### src/rtl/stopwatch_core.sv
// Two-button MM:SS.cc stopwatch: debounced start/pause and clear buttons, BCD time counter,
// and a six-digit multiplexed active-low 7-segment display driver.
module stopwatch_core #(
    parameter int DEBOUNCE_CYCLES = 10,
    parameter int TICK_DIV        = 10
) (
    input  logic        clk_in,
    input  logic        sys_rst_in,
    input  logic        ps_in,
    input  logic        rst_in,
    output logic        running_out,
    output logic [23:0] time_bcd_out,
    output logic [7:0]  seg_out,
    output logic [5:0]  an_out
);

    localparam int DB_W = $clog2(DEBOUNCE_CYCLES + 1);
    localparam int PS_W = (TICK_DIV > 1) ? $clog2(TICK_DIV) : 1;

    typedef enum logic {
        STOPPED = 1'b0,
        RUNNING = 1'b1
    } state_t;

    // Bit 0 is the start/pause button, bit 1 the clear button.
    logic [1:0]      sync1_q, sync1_d;
    logic [1:0]      sync2_q, sync2_d;
    logic [DB_W-1:0] cnt_q [2];
    logic [DB_W-1:0] cnt_d [2];
    logic [1:0]      ev_q, ev_d;

    state_t          state_q, state_d;
    logic [PS_W-1:0] pre_q, pre_d;
    logic [23:0]     time_q, time_d;

    logic [2:0]      scan_q, scan_d;
    logic [7:0]      seg_q, seg_d;
    logic [5:0]      an_q, an_d;
    logic [3:0]      digit;

    // Digits wrap at their limit (5 for tens of seconds/minutes, 9 otherwise); any value at or
    // above the limit collapses to 0 so a digit can never leave the BCD range.
    function automatic logic [23:0] bcd_inc(input logic [23:0] t);
        logic [23:0] r;
        logic        carry;
        logic [3:0]  lim;
        r     = t;
        carry = 1'b1;
        for (int i = 0; i < 6; i++) begin
            lim = (i == 3 || i == 5) ? 4'd5 : 4'd9;
            if (carry) begin
                if (r[4*i +: 4] >= lim) begin
                    r[4*i +: 4] = 4'd0;
                end else begin
                    r[4*i +: 4] = r[4*i +: 4] + 4'd1;
                    carry       = 1'b0;
                end
            end
        end
        return r;
    endfunction

    function automatic logic [6:0] seg7_n(input logic [3:0] d);
        case (d)
            4'd0:    seg7_n = 7'h40;
            4'd1:    seg7_n = 7'h79;
            4'd2:    seg7_n = 7'h24;
            4'd3:    seg7_n = 7'h30;
            4'd4:    seg7_n = 7'h19;
            4'd5:    seg7_n = 7'h12;
            4'd6:    seg7_n = 7'h02;
            4'd7:    seg7_n = 7'h78;
            4'd8:    seg7_n = 7'h00;
            4'd9:    seg7_n = 7'h10;
            default: seg7_n = 7'h7F;
        endcase
    endfunction

    // The event fires on the sample that brings the counter to DEBOUNCE_CYCLES; saturation
    // then holds it there until a low sample rearms the button.
    always_comb begin
        sync1_d = {rst_in, ps_in};
        sync2_d = sync1_q;
        ev_d    = 2'b00;
        for (int i = 0; i < 2; i++) begin
            cnt_d[i] = cnt_q[i];
            if (!sync2_q[i]) begin
                cnt_d[i] = '0;
            end else if (cnt_q[i] < DB_W'(DEBOUNCE_CYCLES)) begin
                cnt_d[i] = cnt_q[i] + DB_W'(1);
            end
            ev_d[i] = sync2_q[i] && (cnt_q[i] == DB_W'(DEBOUNCE_CYCLES - 1));
        end
    end

    always_comb begin
        state_d = state_q;
        pre_d   = pre_q;
        time_d  = time_q;
        if (state_q == RUNNING) begin
            if (pre_q == PS_W'(TICK_DIV - 1)) begin
                pre_d  = '0;
                time_d = bcd_inc(time_q);
            end else begin
                pre_d = pre_q + PS_W'(1);
            end
        end
        // Clear has priority over start/pause when both events land together.
        if (ev_q[1]) begin
            state_d = STOPPED;
            pre_d   = '0;
            time_d  = '0;
        end else if (ev_q[0]) begin
            state_d = (state_q == RUNNING) ? STOPPED : RUNNING;
        end
    end

    always_comb begin
        scan_d = (scan_q == 3'd5) ? 3'd0 : scan_q + 3'd1;
        digit  = 4'hF;
        an_d   = 6'h3F;
        case (scan_q)
            3'd0: begin digit = time_q[3:0];   an_d = 6'b111110; end
            3'd1: begin digit = time_q[7:4];   an_d = 6'b111101; end
            3'd2: begin digit = time_q[11:8];  an_d = 6'b111011; end
            3'd3: begin digit = time_q[15:12]; an_d = 6'b110111; end
            3'd4: begin digit = time_q[19:16]; an_d = 6'b101111; end
            3'd5: begin digit = time_q[23:20]; an_d = 6'b011111; end
            default: begin digit = 4'hF;       an_d = 6'h3F;     end
        endcase
        seg_d = {!(scan_q == 3'd2 || scan_q == 3'd4), seg7_n(digit)};
    end

    always_ff @(posedge clk_in) begin
        if (sys_rst_in) begin
            sync1_q <= '0;
            sync2_q <= '0;
            cnt_q   <= '{default: '0};
            ev_q    <= '0;
            state_q <= STOPPED;
            pre_q   <= '0;
            time_q  <= '0;
            scan_q  <= '0;
            seg_q   <= 8'hFF;
            an_q    <= 6'h3F;
        end else begin
            sync1_q <= sync1_d;
            sync2_q <= sync2_d;
            cnt_q   <= cnt_d;
            ev_q    <= ev_d;
            state_q <= state_d;
            pre_q   <= pre_d;
            time_q  <= time_d;
            scan_q  <= scan_d;
            seg_q   <= seg_d;
            an_q    <= an_d;
        end
    end

    assign running_out  = (state_q == RUNNING);
    assign time_bcd_out = time_q;
    assign seg_out      = seg_q;
    assign an_out       = an_q;

endmodule

### config.mk
export PLATFORM = sky130hd
export DESIGN_NAME = stopwatch_core
export DESIGN_NICKNAME = d
export VERILOG_FILES = /design/src/rtl/stopwatch_core.sv
export SDC_FILE = /design/constraint.sdc
export NUM_CORES = 1
export LEC_CHECK = 0
export CORE_ASPECT_RATIO = 2
export CORE_MARGIN = 3
export CORE_UTILIZATION = 55
export DETAILED_ROUTE_END_ITERATION = 10
export PLACE_DENSITY_LB_ADDON = 0.12
export SETUP_SLACK_MARGIN = 0.15
export SLEW_MARGIN = 20
export SYNTH_ARGS = -nofsm -noshare
export SYNTH_HDL_FRONTEND = slang
export SYNTH_SLANG_ARGS = --single-unit
### constraint.sdc
create_clock -name clk_in -period 4.6 [get_ports clk_in]
set_input_delay 0.69 -clock clk_in [delete_from_list [all_inputs] [get_ports clk_in]]
set_output_delay 0.69 -clock clk_in [all_outputs]
set_load 0.01 [all_outputs]
After elaboration in Yosys (flattened, before gate mapping)
Memory sizes are Yosys's and may differ from the RTL's. A register that Yosys moved wholly into a read port is not among the register bits.
Cells that the tools add are included.
{"block": "word_totals", "memories": 1, "inputBits": 4, "elab_cells": 89, "register_bits": 60, "romBits": 112}
{"memory": "(no name shown)", "words": 16, "width": 7, "rd": 1, "rd_clocked_by_memory_dff": 1, "wr": 0, "line_no": "64", "rtl": "case (d)"}
{"block": "classes", "reduce_logical": 15, "n_eq_ne": 8, "n_addsub": 10, "bitwise": 2, "mux": 29, "order_cmp": 8}
{"cell": "$add A4 B1 Y4 const B", "count": 9}
{"cell": "$pmux W6 S6", "count": 1}
{"cell": "$mux W4", "count": 7}
{"cell": "$pmux W4 S6", "count": 1}
{"cell": "$mux W1", "count": 20}
{"cell": "$ge A4 B4 Y1 const B", "count": 4}
{"cell": "$reduce_and A3 Y1", "count": 5}
{"cell": "$eq A4 B4 Y1 const B", "count": 3}
{"cell": "$ge A4 B3 Y1 const B", "count": 2}
{"cell": "$lt A4 B4 Y1 const B", "count": 2}
{"cell": "$reduce_or A2 Y1", "count": 4}
{"cell": "$eq A3 B2 Y1 const B", "count": 2}
{"cell": "$eq A3 B3 Y1 const B", "count": 2}
{"cell": "$add A3 B1 Y3 const B", "count": 1}
{"cell": "$eq A3 B1 Y1 const B", "count": 1}
{"cell": "$logic_not A3 Y1", "count": 1}
{"cell": "$logic_and A1 B1 Y1", "count": 2}
{"cell": "$not A1 Y1", "count": 2}
{"cell": "$reduce_and A2 Y1", "count": 1}
{"cell": "$logic_not A1 Y1", "count": 1}
{"cell": "$logic_or A1 B1 Y1", "count": 1}

Longest topological paths before layout
{"block": "logic_depth", "ltp_word": 17, "ltp_mapped": 11}

Least setup slack after synthesis
Ideal clock, no wire load.
{"block": "synth_path", "path_type": "reg2reg", "from": "register scan_q[2]", "to": "register seg_q[3], in the netlist seg_out[3]", "path_stages_with_launch": 11, "period_less_slack_ns": 2.231, "slack_ns": 2.369, "arrival_ns": 2.107, "path_buffers": 2, "cell_sequence": "dfxtp_1 -> buf_4 -> buf_6 -> inv_1 -> ha_1 -> nor3_1 -> and2_1 -> a211o_1 -> inv_1 -> ha_1 -> a2111o_1"}
{"block": "synth_between", "elab_chain_cells": 2, "elab_cells_between_ends": 7, "classes_between": "eq/ne: 5; mux: 1; reduce/logical: 1"}
{"element": "from (decl)", "line_no": "36", "rtl": "logic [2:0] scan_q, scan_d;"}
{"element": "from (signal assigned)", "line_no": "154", "rtl": "scan_q <= scan_d;"}
{"element": "$eq A3 B3 Y1 (tied with other cells)", "line_no": "122", "rtl": "case (scan_q)"}
{"element": "$pmux W4 S6 *", "line_no": "122"}
{"element": "to (decl)", "line_no": "37", "rtl": "logic [7:0] seg_q, seg_d;"}
Mark *: on every way between the ends. The rest lies on a longest branch, timed or not.
A chain may end at the register's enable or synchronous reset.

Worst setup path in the final report
Same ends and word-level chain as after synthesis.

==> results.cfg <==
[outcome]
status = finished, final reports clean

[timing]
max_freq_ghz = 0.3695
finalWorstSetupSlack_ns = 1.894
worst_pin_slew_ns = 0.8021
tns_ns = 0
rsz0062_at_grt = false
relSlewSlack_pct = 46.33
drv_slew = 0
hold_viol = 0
finalClockSkew_ns = 0.005246
fin_crit_ns = 2.706
finalCritPeriodShare_pct = 58.84
setup_viol = 0

[setup_path]
cp_max_fo = 19
end_kind = flip-flop
crit_path_start_kind = flip-flop
crit_required_ns = 4.83
critical_path_class = reg -> reg
arrival_ns = 2.93

[die]
std_cell_rows = 37
die_h_um = 111.3
die_w_um = 58.65
core_um2 = 5231
start_util_pct = 58.29
die-area_um2 = 6528
io_pins = 43

[routing]
drt_wl_total_mm = 6.780
routedWlPerCell_um = 15.10
via_count = 2600
drc_errors = 0
drt-vias-per-instance = 5.791
detail-route-antenna-nets = 0
drtIter0Drc = 83
drtPass1Iterations = 4

[layout]
layout-drive-gt1-share_pct = 7.417
fillers = 441
multi_input_area_um2 = 1695
antennaDiodeCount = 0
fin_area_um2 = 3694
num-nets-final = 421
postLayoutCoreUtil_pct = 70.61
syn_to_final_growth_pct = 21.13
seqCellArea_um2 = 1201

[grt]
antenna_found_initial = 0
grt_max_degree = 21
grt_pass1_wl_mm = 11.54
grt_pass1_vias = 2601
grt_overflow_total = 0
grt_usage_pct = 22.88

[logic_synthesis]
synth_seq_cells = 60
syn_inst = 342
yosysWarnings = 0
synth_flop_cell = dfxtp_1
synth_area_um2 = 3049
synthDistinctLibCells = 59
avgSynthCellArea_um2 = 8.916
async_flop_share_pct = 0
synth_fp_nets = 377
yosysSeqAreaShare_pct = 39.39
synth-edff-count = 0

[place]
post-dp-hpwl_mm = 5.171
pre_cts_ws_ns = 1.746
dpl-instance-area_um2 = 3491
io_buffers = 42
gp_congestion = 0.8830

[power]
vdd_drop_max_mv = 0.3432
leakage_nw = 1.431
powerDensity_nw_per_um2 = 315.2
p_total_mw = 1.164

[clock_network]
cts_setup_buffers = 0
clock-root-buffer = clkbuf_8
htree_levels = 3
worstSkewPairLatency_ns = 0.35
cts.sinks = 60
clockBufferDepth = 2
cts_resized = 0
cts_hold_buf = 0
tritoncts = yes
cts_made_buffers = 9
clkTransAtPathRegs_ns = 0.07

[flow_run]
maxCapViolations = 0

[hold_path]
hold_class = reg -> reg
-- per-stage QoR --
stage                     hold slack [ns]  cells
final                              0.4554    449
after global routing               0.4637    449
after CTS                          0.4588    449
after detailed placement           0.4489    433
after global placement             0.4354    433
after floorplan                    0.4138    342
-- sequential cells by signal, indices dropped and copies added (netlist names) --
register      cells
pre_q             4
seg_out           8
scan_q            3
time_bcd_out     24
sync1_q           2
sync2_q           2
ev_q              2
running_out       1
cnt_q             8
an_out            6
-- cells in the final DEF, fill, tap and decap left out, drive strengths merged, types with 3 or more instances in the layout --
master         synthesis  layout
a211o                  3       3
a21oi                 17      17
nand3                 16      16
nor3                  11      11
clkdlybuf4s50          0      42
mux2i                  4       4
xnor2                  5       5
a32oi                  3       3
nor2b                  7       7
ha                    31      31
nand2                 32      32
nor2                  32      32
o21ai                 11      11
nand2b                 6       6
or3b                   3       3
nand3b                 3       3
a21o                   7       7
o22ai                  3       3
dfxtp                 60      60
and2                   4       4
and3                   3       3
inv                   25      25
clkbuf                 3      12
nand4                  4       4
a22oi                  5       5
-- worst paths after layout --
check,start,to,slack (ns),cells after the start
worst max register to register,scan_q[2]$_SDFF_PP0_,seg_out[3]$_SDFF_PP1_,1.89,8
worst max-delay path,scan_q[2]$_SDFF_PP0_,seg_out[3]$_SDFF_PP1_,1.89,8
worst min-delay path,sync1_q[0]$_SDFF_PP0_,sync2_q[0]$_SDFF_PP0_,0.46,1
worst min register to register,sync1_q[0]$_SDFF_PP0_,sync2_q[0]$_SDFF_PP0_,0.46,1
-- logic make-up after synthesis --
| family | Yosys count | share of synthesized area, % |
|---|---|---|
| AOI/OAI and AO/OA | 69 | 15.51 |
| xor gates and xnor gates | 7 | 2.011 |
| adders and majority gates | 31 | 12.72 |
| buffers and inverters | 35 | 5.006 |
| DFF | 60 | 39.39 |
| muxes | 6 | 2.052 |
| and+or+nand+nor | 134 | 23.31 |
-- area by class of cell --
type	count	share of cell area [%]
Clock buffer	12	4.201
Clock inverter	4	1.287
Inverter	25	2.541
Multi-Input combinational cell	247	45.90
Sequential cell	60	32.52
Tap cell	58	1.965
Timing Repair Buffer	43	11.59
-- synthesized netlist by cell type, types with 3 or more instances --
cell / number / area share [%]
inv_1: 25 / 3.1
xnor2_1: 5 / 1.4
dfxtp_1: 60 / 39
nand2b_1: 6 / 1.2
nand2_1: 32 / 3.9
a211o_1: 3 / 0.86
nand3b_1: 3 / 0.74
o21ai_0: 10 / 1.6
a21o_1: 7 / 1.7
buf_4: 3 / 0.74
o22ai_1: 3 / 0.62
mux2i_1: 4 / 1.3
a22oi_1: 5 / 1.2
a21oi_1: 17 / 2.8
nor3_1: 10 / 1.6
nor2b_1: 7 / 1.4
nor2_1: 32 / 3.9
ha_1: 31 / 13
and2_1: 4 / 0.82
a32oi_1: 3 / 0.86
clkbuf_1: 3 / 0.37
or3b_2: 3 / 0.86
nand3_1: 15 / 2.5
nand4_1: 4 / 0.82
and3_1: 3 / 0.62
-- worst max-delay path, stage by stage (launching register included) --
cell	delay (ns)
dfxtp_1	0.72
inv_1	0.15
ha_1	0.30
nor3_1	0.23
and2_1	0.23
a211o_1	0.20
inv_1	0.08
ha_1	0.31
a2111o_1	0.37
-- per-layer routing --
metal	global-route usage (%)	up-vias	part of all wire, %
met2	41.45	58	56
met5	0	-	0
met1	23.03	1239	38
met3	6.294	14	3.6
met4	10.59	0	2.7
li1	-	1289	-
-- power by group --
group	internal [mW]	switching [mW]
Clock	0.278	0.205
Sequential	0.538	0.00880
Combinational	0.0618	0.0728
Total	0.878	0.287
(Power assumes the default switching activity.)
